[src/rtl/stream_packetizer.sv]
// rtl/stream_packetizer.sv - fixed-length packet framer from a show-ahead FIFO onto a ready/valid sink
// Optional feature macro: STREAM_PKT_CNT_EN adds the pkt_count port and its completed-packet counter.
module stream_packetizer #(
  parameter int DATA_W  = 32,
  parameter int PKT_LEN = 4,
  parameter int GAP     = 1,
  parameter int LVL_W   = 8
`ifdef STREAM_PKT_CNT_EN
  , parameter int CNT_W = 16
`endif
) (
  input  logic              clk_hifreq,
  input  logic              rst,
  input  logic              en,
  input  logic [LVL_W-1:0]  fifo_level,
  input  logic              fifo_empty,
  input  logic [DATA_W-1:0] fifo_rd_data,
  output logic              fifo_rd_en,
  output logic [DATA_W-1:0] out_data,
  output logic              out_valid,
  output logic              out_sop,
  output logic              out_eop,
  input  logic              out_rdy,
  output logic              busy
`ifdef STREAM_PKT_CNT_EN
  , output logic [CNT_W-1:0] pkt_count
`endif
);

  localparam logic [1:0] ST_IDLE = 2'd0;
  localparam logic [1:0] ST_SEND = 2'd1;
  localparam logic [1:0] ST_GAP  = 2'd2;

  // Last beat index and last gap index, truncated to the counter widths.
  localparam logic [15:0] LAST_BEAT = 16'(PKT_LEN - 1);
  localparam logic [7:0]  GAP_LAST  = (GAP > 0) ? 8'(GAP - 1) : 8'd0;
  localparam bit          HAS_GAP   = (GAP > 0);
  // Compared at 32 bits so a PKT_LEN wider than fifo_level can never be met.
  localparam logic [31:0] PKT_LEN_U = 32'(PKT_LEN);

  logic [1:0]  state_q, state_d;
  logic [15:0] beat_cnt_q, beat_cnt_d;
  logic [7:0]  gap_cnt_q, gap_cnt_d;
  logic [31:0] level_ext;
  logic        start;
  logic        xfer;
  logic        last_beat;

  assign level_ext = 32'(fifo_level);
  assign start     = en && (level_ext >= PKT_LEN_U);
  assign last_beat = (beat_cnt_q == LAST_BEAT);

  // Sink-side handshake and framing, all derived from registered state.
  always_comb begin
    out_valid  = (state_q == ST_SEND) && en && !fifo_empty;
    xfer       = out_valid && out_rdy;
    fifo_rd_en = xfer;
    out_sop    = out_valid && (beat_cnt_q == 16'd0);
    out_eop    = out_valid && last_beat;
    busy       = (state_q != ST_IDLE);
    out_data   = fifo_rd_data;
  end

  // Next-state and counter updates; everything holds while en is low.
  always_comb begin
    state_d    = state_q;
    beat_cnt_d = beat_cnt_q;
    gap_cnt_d  = gap_cnt_q;
    if (en) begin
      case (state_q)
        ST_IDLE: begin
          if (start) begin
            state_d    = ST_SEND;
            beat_cnt_d = 16'd0;
          end
        end
        ST_SEND: begin
          if (xfer) begin
            if (last_beat) begin
              beat_cnt_d = 16'd0;
              if (HAS_GAP) begin
                state_d   = ST_GAP;
                gap_cnt_d = 8'd0;
              end else begin
                state_d = ST_IDLE;
              end
            end else begin
              beat_cnt_d = beat_cnt_q + 16'd1;
            end
          end
        end
        ST_GAP: begin
          if (gap_cnt_q == GAP_LAST) begin
            state_d   = ST_IDLE;
            gap_cnt_d = 8'd0;
          end else begin
            gap_cnt_d = gap_cnt_q + 8'd1;
          end
        end
        default: begin
          state_d    = ST_IDLE;
          beat_cnt_d = 16'd0;
          gap_cnt_d  = 8'd0;
        end
      endcase
    end
  end

  // State and counter registers; reset truncates any packet in flight.
  always_ff @(posedge clk_hifreq) begin
    if (rst) begin
      state_q    <= ST_IDLE;
      beat_cnt_q <= 16'd0;
      gap_cnt_q  <= 8'd0;
    end else begin
      state_q    <= state_d;
      beat_cnt_q <= beat_cnt_d;
      gap_cnt_q  <= gap_cnt_d;
    end
  end

`ifdef STREAM_PKT_CNT_EN
  logic [CNT_W-1:0] pkt_count_q;

  // Completed-packet counter, bumped on every eop transfer and wrapping.
  always_ff @(posedge clk_hifreq) begin
    if (rst) begin
      pkt_count_q <= '0;
    end else if (xfer && out_eop) begin
      pkt_count_q <= pkt_count_q + 1'b1;
    end
  end

  assign pkt_count = pkt_count_q;
`endif

endmodule
[config.mk]
export PLATFORM = sky130hd
export DESIGN_NAME = stream_packetizer
export DESIGN_NICKNAME = d
export VERILOG_FILES = /design/src/rtl/stream_packetizer.sv
export SDC_FILE = /design/constraint.sdc
export NUM_CORES = 1
export LEC_CHECK = 0
export CORE_MARGIN = 2
export CORE_UTILIZATION = 25
export CTS_CLUSTER_DIAMETER = 100
export DETAILED_ROUTE_END_ITERATION = 16
export GPL_TIMING_DRIVEN = 1
export PLACE_DENSITY = 0.59
export SYNTH_ARGS = -nofsm -noshare
export SYNTH_HDL_FRONTEND = slang
export SYNTH_SLANG_ARGS = --single-unit
[constraint.sdc]
create_clock -name clk_hifreq -period 4.75 [get_ports clk_hifreq]
set_clock_uncertainty 0.15 [all_clocks]
set_input_delay 1.1875 -clock clk_hifreq [delete_from_list [all_inputs] [get_ports clk_hifreq]]
set_output_delay 1.1875 -clock clk_hifreq [all_outputs]
set_load 0.01 [all_outputs]
==> flow_summary.ini, run 1 <==
[status]
status = completed

[clock_tree]
clock_sinks = 26
cts_buffers = 3
htree_num_levels = 1
post_cts_buffers = 0
postCtsHoldBufs = 0
clkTransAtPathRegs_ns = 0.10
cts-root-buf = clkbuf_8
ctsResizeCount = 0
clock_path_buffers = 2
cts_tree = done
clock_latency_ns = 0.28

[power_and_ir_drop]
pwr-share-clk_pct = 36.9
pwr-share-comb_pct = 10.0
leakage_nw = 0.588
ir_drop_v = 0.0000878
power.switching_uw = 103
powerDensity_nw_per_um2 = 221
swShare_pct = 24.9
p_seq_share_pct = 53.2
p_int_uw = 312

[grt]
antenna_found_initial = 0
gr-total-overflow = 0
grt_pass1_wl_um = 6970
first_global_vias = 1456
grt_max_degree = 25
grtUsageTotal_pct = 10.9

[sta]
whs_ns = 0.344
fmax_mhz = 229
setup-tns-final_ns = 0
worstMarginPinSlew_ns = 1.00
relSlewSlack_pct = 33.1
slew_viol_final = 0
min_period_over_period_pct = 92.1
setup_violations = 0
rsz0062_at_grt = no
timing_hold_violations_final = 0
period_minus_slack_ns = 4.38

[cells_and_area]
antenna_cells = 0
layout_common_cells = dfxtp_1, nand2_1, a21oi_1, nand3_1, clkdlybuf4s50_1
seq_area_um2 = 520
final_common_cell = dfxtp_1
syn2layout_area_growth_pct = 2.80
fin_util_pct = 26.2
multi_input_area_um2 = 997
finalNonFillerCells = 312
nNetsFinal = 263
fillers = 778
final_layout_size_suffix_gt1_share_pct = 8.45

[detailed_routing]
remaining_drc_errors = 0
wl_per_cell_um = 13.3
dr.pass1.iters = 4
drt-total-wl_um = 4150
num_vias = 1553
drtIter0Drc = 75
ant_nets = 0
via_per_inst = 4.98

[die]
die_x_um = 89.5
die_h_um = 89.5
start_util_pct = 25.5
rows = 31
num_io_pins = 82
dieArea_um2 = 8020
core_area_um2 = 7180

[worst_setup_path]
arrival_ns = 3.04
critPathKind = input port to output pin
cp_top_family = buffers and inverters
critPathLaunchType = input port
crit_path_end_kind = output pin
slowest_delay_ns = 0.52
worst_path_max_delay_cell = clkdlybuf4s50_1
crit_buf_inv = 3
crit_top_cell = clkdlybuf4s50_1
crit_path_max_fanout = 3
critPathRequiredTime_ns = 3.41
crit_chain = clkdlybuf4s50_1 > inv_1 > nor3_1 > and4_1 > and2_1 > clkdlybuf4s50_1

[placement]
dpl.hpwl_um = 2960
place_inst = 308
io_buffers = 15
place_congestion = 0.816

[logic_synthesis]
synth_nets = 284
synth_top_flop_cell = dfxtp_1
ys_seq_elements = 26
synthCells = 235
synthDistinctLibCells = 47
yosysWarnings = 0
synth_edf_count = 0
synthArstFlopShare_pct = 0
syn_avg_cell_area_um2 = 7.78
ys_seq_area_share_pct = 28.5
synth_area_um2 = 1830

[hold_path]
min_path_type = flop to flop

[run]
maxCapViolations = 0
sequential cells by signal (all words and copies together) (netlist names):
name	cells
beat_cnt_q	16
state_q	2
gap_cnt_q	8
final timing paths:
check	startpoint	end	slack, ns	cells after the start
hold / removal	gap_cnt_q[1]	gap_cnt_q[1]	0.34	2
setup / recovery	en	out_eop	0.37	6
hold reg to reg	gap_cnt_q[1]	gap_cnt_q[1]	0.34	2
setup reg to reg	beat_cnt_q[1]	gap_cnt_q[4]	2.49	6
synthesized netlist by cell type (all sizes together), types with 2 or more instances:
cell type / count / share of area [%]
a21oi: 21 / 6.0
a31o: 2 / 0.96
a31oi: 6 / 2.1
a41oi: 2 / 0.96
and2: 6 / 2.1
and3: 3 / 1.0
and4: 2 / 0.96
buf: 37 / 15
clkbuf: 6 / 1.2
dfxtp: 26 / 28
ha: 4 / 2.7
inv: 5 / 1.0
nand2: 22 / 4.9
nand2b: 2 / 0.68
nand3: 16 / 4.4
nand3b: 2 / 0.82
nand4: 5 / 2.5
nand4b: 2 / 0.96
nor2: 12 / 2.5
nor3: 6 / 1.6
nor3b: 2 / 0.82
nor4: 6 / 2.4
o211a: 2 / 1.1
o211ai: 2 / 0.82
o21ai: 5 / 1.4
or2: 3 / 1.0
or3: 8 / 3.0
or4: 5 / 2.1
xor2: 3 / 1.4
worst register-to-register path, delay by kind of cell (launching register included):
| family | cells | cell delay (ns) |
|---|---|---|
| DFF | 1 | 0.40 |
| and+or+nand+nor | 2 | 0.58 |
| adders and majority gates | 1 | 0.31 |
| AOI/OAI and AO/OA | 3 | 0.69 |
metrics by stage:
step | total power [mW] | setup slack (ns) | cell area [um2]
floorplan | 0.276 | 1.15 | 1830
global placement | 0.267 | 0.404 | 1830
detailed placement | 0.267 | 0.409 | 1830
CTS | 0.417 | 0.403 | 1880
global route | 0.426 | 0.268 | 1880
finish | 0.415 | 0.375 | 1880
per-layer routing:
layer / wire length [um] / up-vias / track usage, %
met5: 0 / - / 0
met4: 29 / 0 / 2.85
met3: 315 / 4 / 3.23
met2: 1790 / 60 / 15.8
met1: 2010 / 711 / 15.5
li1: - / 778 / -
power groups by stage:
stage                     Sequential (mW)  Combinational [mW]  Clock [mW]
after floorplan                     0.225              0.0508           0
after global placement              0.226              0.0412           0
after detailed placement            0.226              0.0411           0
after CTS                           0.221              0.0413       0.155
after global routing                0.221              0.0450       0.161
final                               0.221              0.0413       0.153
cell type report:
class,count,share of cell area [%]
repair buffers,17,8.78
well taps,99,6.59
multi-input cells,161,53.0
clock buffers,4,2.93
flip-flops and latches,26,27.7
inverters,5,0.998
cells by family (layout without fill, tap and decap cells):
family	Yosys count	after routing	synth area share [%]
xor+xnor	3	3	1.44
fa+ha+maj	4	4	2.74
simple gates	105	105	33.0
buf+inv	48	26	17.0
compound gates	49	49	17.4
flops	26	26	28.5
(Power assumes the default switching activity.)
==> inputs of run 2 (changes only) <==
--- a/config.mk
+++ b/config.mk
@@ -5,11 +5,11 @@
 export SDC_FILE = /design/constraint.sdc
 export NUM_CORES = 1
 export LEC_CHECK = 0
-export CORE_MARGIN = 2
+export CORE_MARGIN = 4
 export CORE_UTILIZATION = 25
 export CTS_CLUSTER_DIAMETER = 100
 export DETAILED_ROUTE_END_ITERATION = 16
-export GPL_TIMING_DRIVEN = 1
+export GPL_TIMING_DRIVEN = 0
 export PLACE_DENSITY = 0.59
 export SYNTH_ARGS = -nofsm -noshare
 export SYNTH_HDL_FRONTEND = slang
==> flow_summary.ini, run 2 (synthesis results as in run 1) <==
[worst_setup_path]
crit_chain = clkbuf_1 > inv_1 > nor3_1 > and4_1 > and2_1 > clkdlybuf4s50_1
critPathLaunchType = input port
worst_path_max_delay_cell = clkdlybuf4s50_1
critPathRequiredTime_ns = 3.41
arrival_ns = 2.92
slowest_delay_ns = 0.53
crit_path_max_fanout = 9
critPathKind = input port to output pin
crit_path_end_kind = output pin
cp_top_family = buffers and inverters
crit_buf_inv = 3

[die]
core_area_um2 = 6940
die_x_um = 93.5
dieArea_um2 = 8750
die_h_um = 93.5
start_util_pct = 26.3
rows = 30
num_io_pins = 82

[detailed_routing]
wl_per_cell_um = 12.7
num_vias = 1801
drt-total-wl_um = 4840
remaining_drc_errors = 0
dr.pass1.iters = 4
wl_met3_um = 344
via_per_inst = 4.73
drtIter0Drc = 90
top_layer_used = met4
wl_met2_um = 2340
ant_nets = 0
wl_met1_um = 2140

[cells_and_area]
top_register = beat_cnt_q
nNetsFinal = 335
syn2layout_area_growth_pct = 34.7
top_regs = beat_cnt_q x16, gap_cnt_q x8, state_q x2
fillers = 735
final_common_cell = clkdlybuf4s50_1
final_layout_size_suffix_gt1_share_pct = 18.6
antenna_cells = 0
largest_reg_flops = 16
seq_area_um2 = 520
layout_common_cells = clkdlybuf4s50_1, buf_4, dfxtp_1, nand2_1, a21oi_1
multi_input_area_um2 = 997

[placement]
dpl.hpwl_um = 3730
io_buffers = 46
place_congestion = 0.835
dp_worst_setup_slack_ns = 0.511

[sta]
setup_violations = 0
worstMarginPinSlew_ns = 0.569
relSlewSlack_pct = 62.0
slew_viol_final = 0
rsz0062_at_grt = no
fmax_mhz = 235
min_period_over_period_pct = 89.7
timing_hold_violations_final = 0
fin_ws_ns = 0.490
whs_ns = 0.346
period_minus_slack_ns = 4.26
setup-tns-final_ns = 0

[grt]
first_global_vias = 1659
gr-total-overflow = 0
grt_max_degree = 15
antenna_found_initial = 0
grt_pass1_wl_um = 8090
grtUsageTotal_pct = 11.1

[clock_tree]
htree_num_levels = 1
clock_path_buffers = 2
ctsResizeCount = 0
post_cts_buffers = 0
cts_buffers = 3
cts-root-buf = clkbuf_8
cts_tree = done
clock_latency_ns = 0.27
clkTransAtPathRegs_ns = 0.10
postCtsHoldBufs = 0
clock_sinks = 26

[power_and_ir_drop]
leakage_nw = 0.887
ir_drop_v = 0.000152
powerDensity_nw_per_um2 = 190
p_total_uw = 467

[status]
status = completed

[hold_path]
min_path_type = flop to flop

[run]
maxCapViolations = 0
-- run 2: cell types whose count changed in the layout (fill, tap and decap cells not counted), sizes merged --
| cell | change |
|---|---|
| clkbuf | +6 |
| buf | +35 |
| clkdlybuf4s50 | +31 |
-- run 2: worst reg2reg max path, stage by stage (launching register included) --
cell	delay [ns]
dfxtp_1	0.41
ha_1	0.30
nor3b_1	0.24
nand4_1	0.36
and2_1	0.30
clkbuf_1	0.22
o21bai_2	0.24
nor2_1	0.07
-- run 2: cell type report --
cell class	instances	area share [%]
Multi-Input combinational cell	161	40.5
Buffer	43	11.9
Tap cell	96	4.87
Sequential cell	26	21.1
Clock buffer	4	2.23
Inverter	5	0.761
Timing Repair Buffer	46	18.7
-- run 2: where the power goes --
part / internal, mW / switching [mW] / total [mW]
Sequential: 0.219 / 0.00163 / 0.221
Combinational: 0.0582 / 0.0390 / 0.0973
Clock: 0.0743 / 0.0752 / 0.149
-- run 2: through the flow --
stage	instance area (um2)	std cells	utilization, %
after floorplan	1830	235	-
after CTS	2460	381	35.5
after global routing	2460	381	35.5
final	2460	381	35.5
after detailed placement	2410	377	34.7
after global placement	2410	377	34.7
-- run 2: path summary, 6_finish.rpt --
path                               startpoint             end  slack (ns)  cells past startpoint
worst max-delay path                       en         out_sop        0.49                      6
worst min-delay path             gap_cnt_q[0]    gap_cnt_q[0]        0.35                      2
worst max register to register  beat_cnt_q[1]  beat_cnt_q[14]        2.37                      7
worst min register to register   gap_cnt_q[0]    gap_cnt_q[0]        0.35                      2
-- run 2: metal layers --
| layer | GRT usage [%] | up-vias |
|---|---|---|
| li1 | - | 918 |
| met1 | 14.9 | 831 |
| met2 | 18.5 | 50 |
| met3 | 2.98 | 2 |
| met4 | 0.481 | 0 |
| met5 | 0 | - |
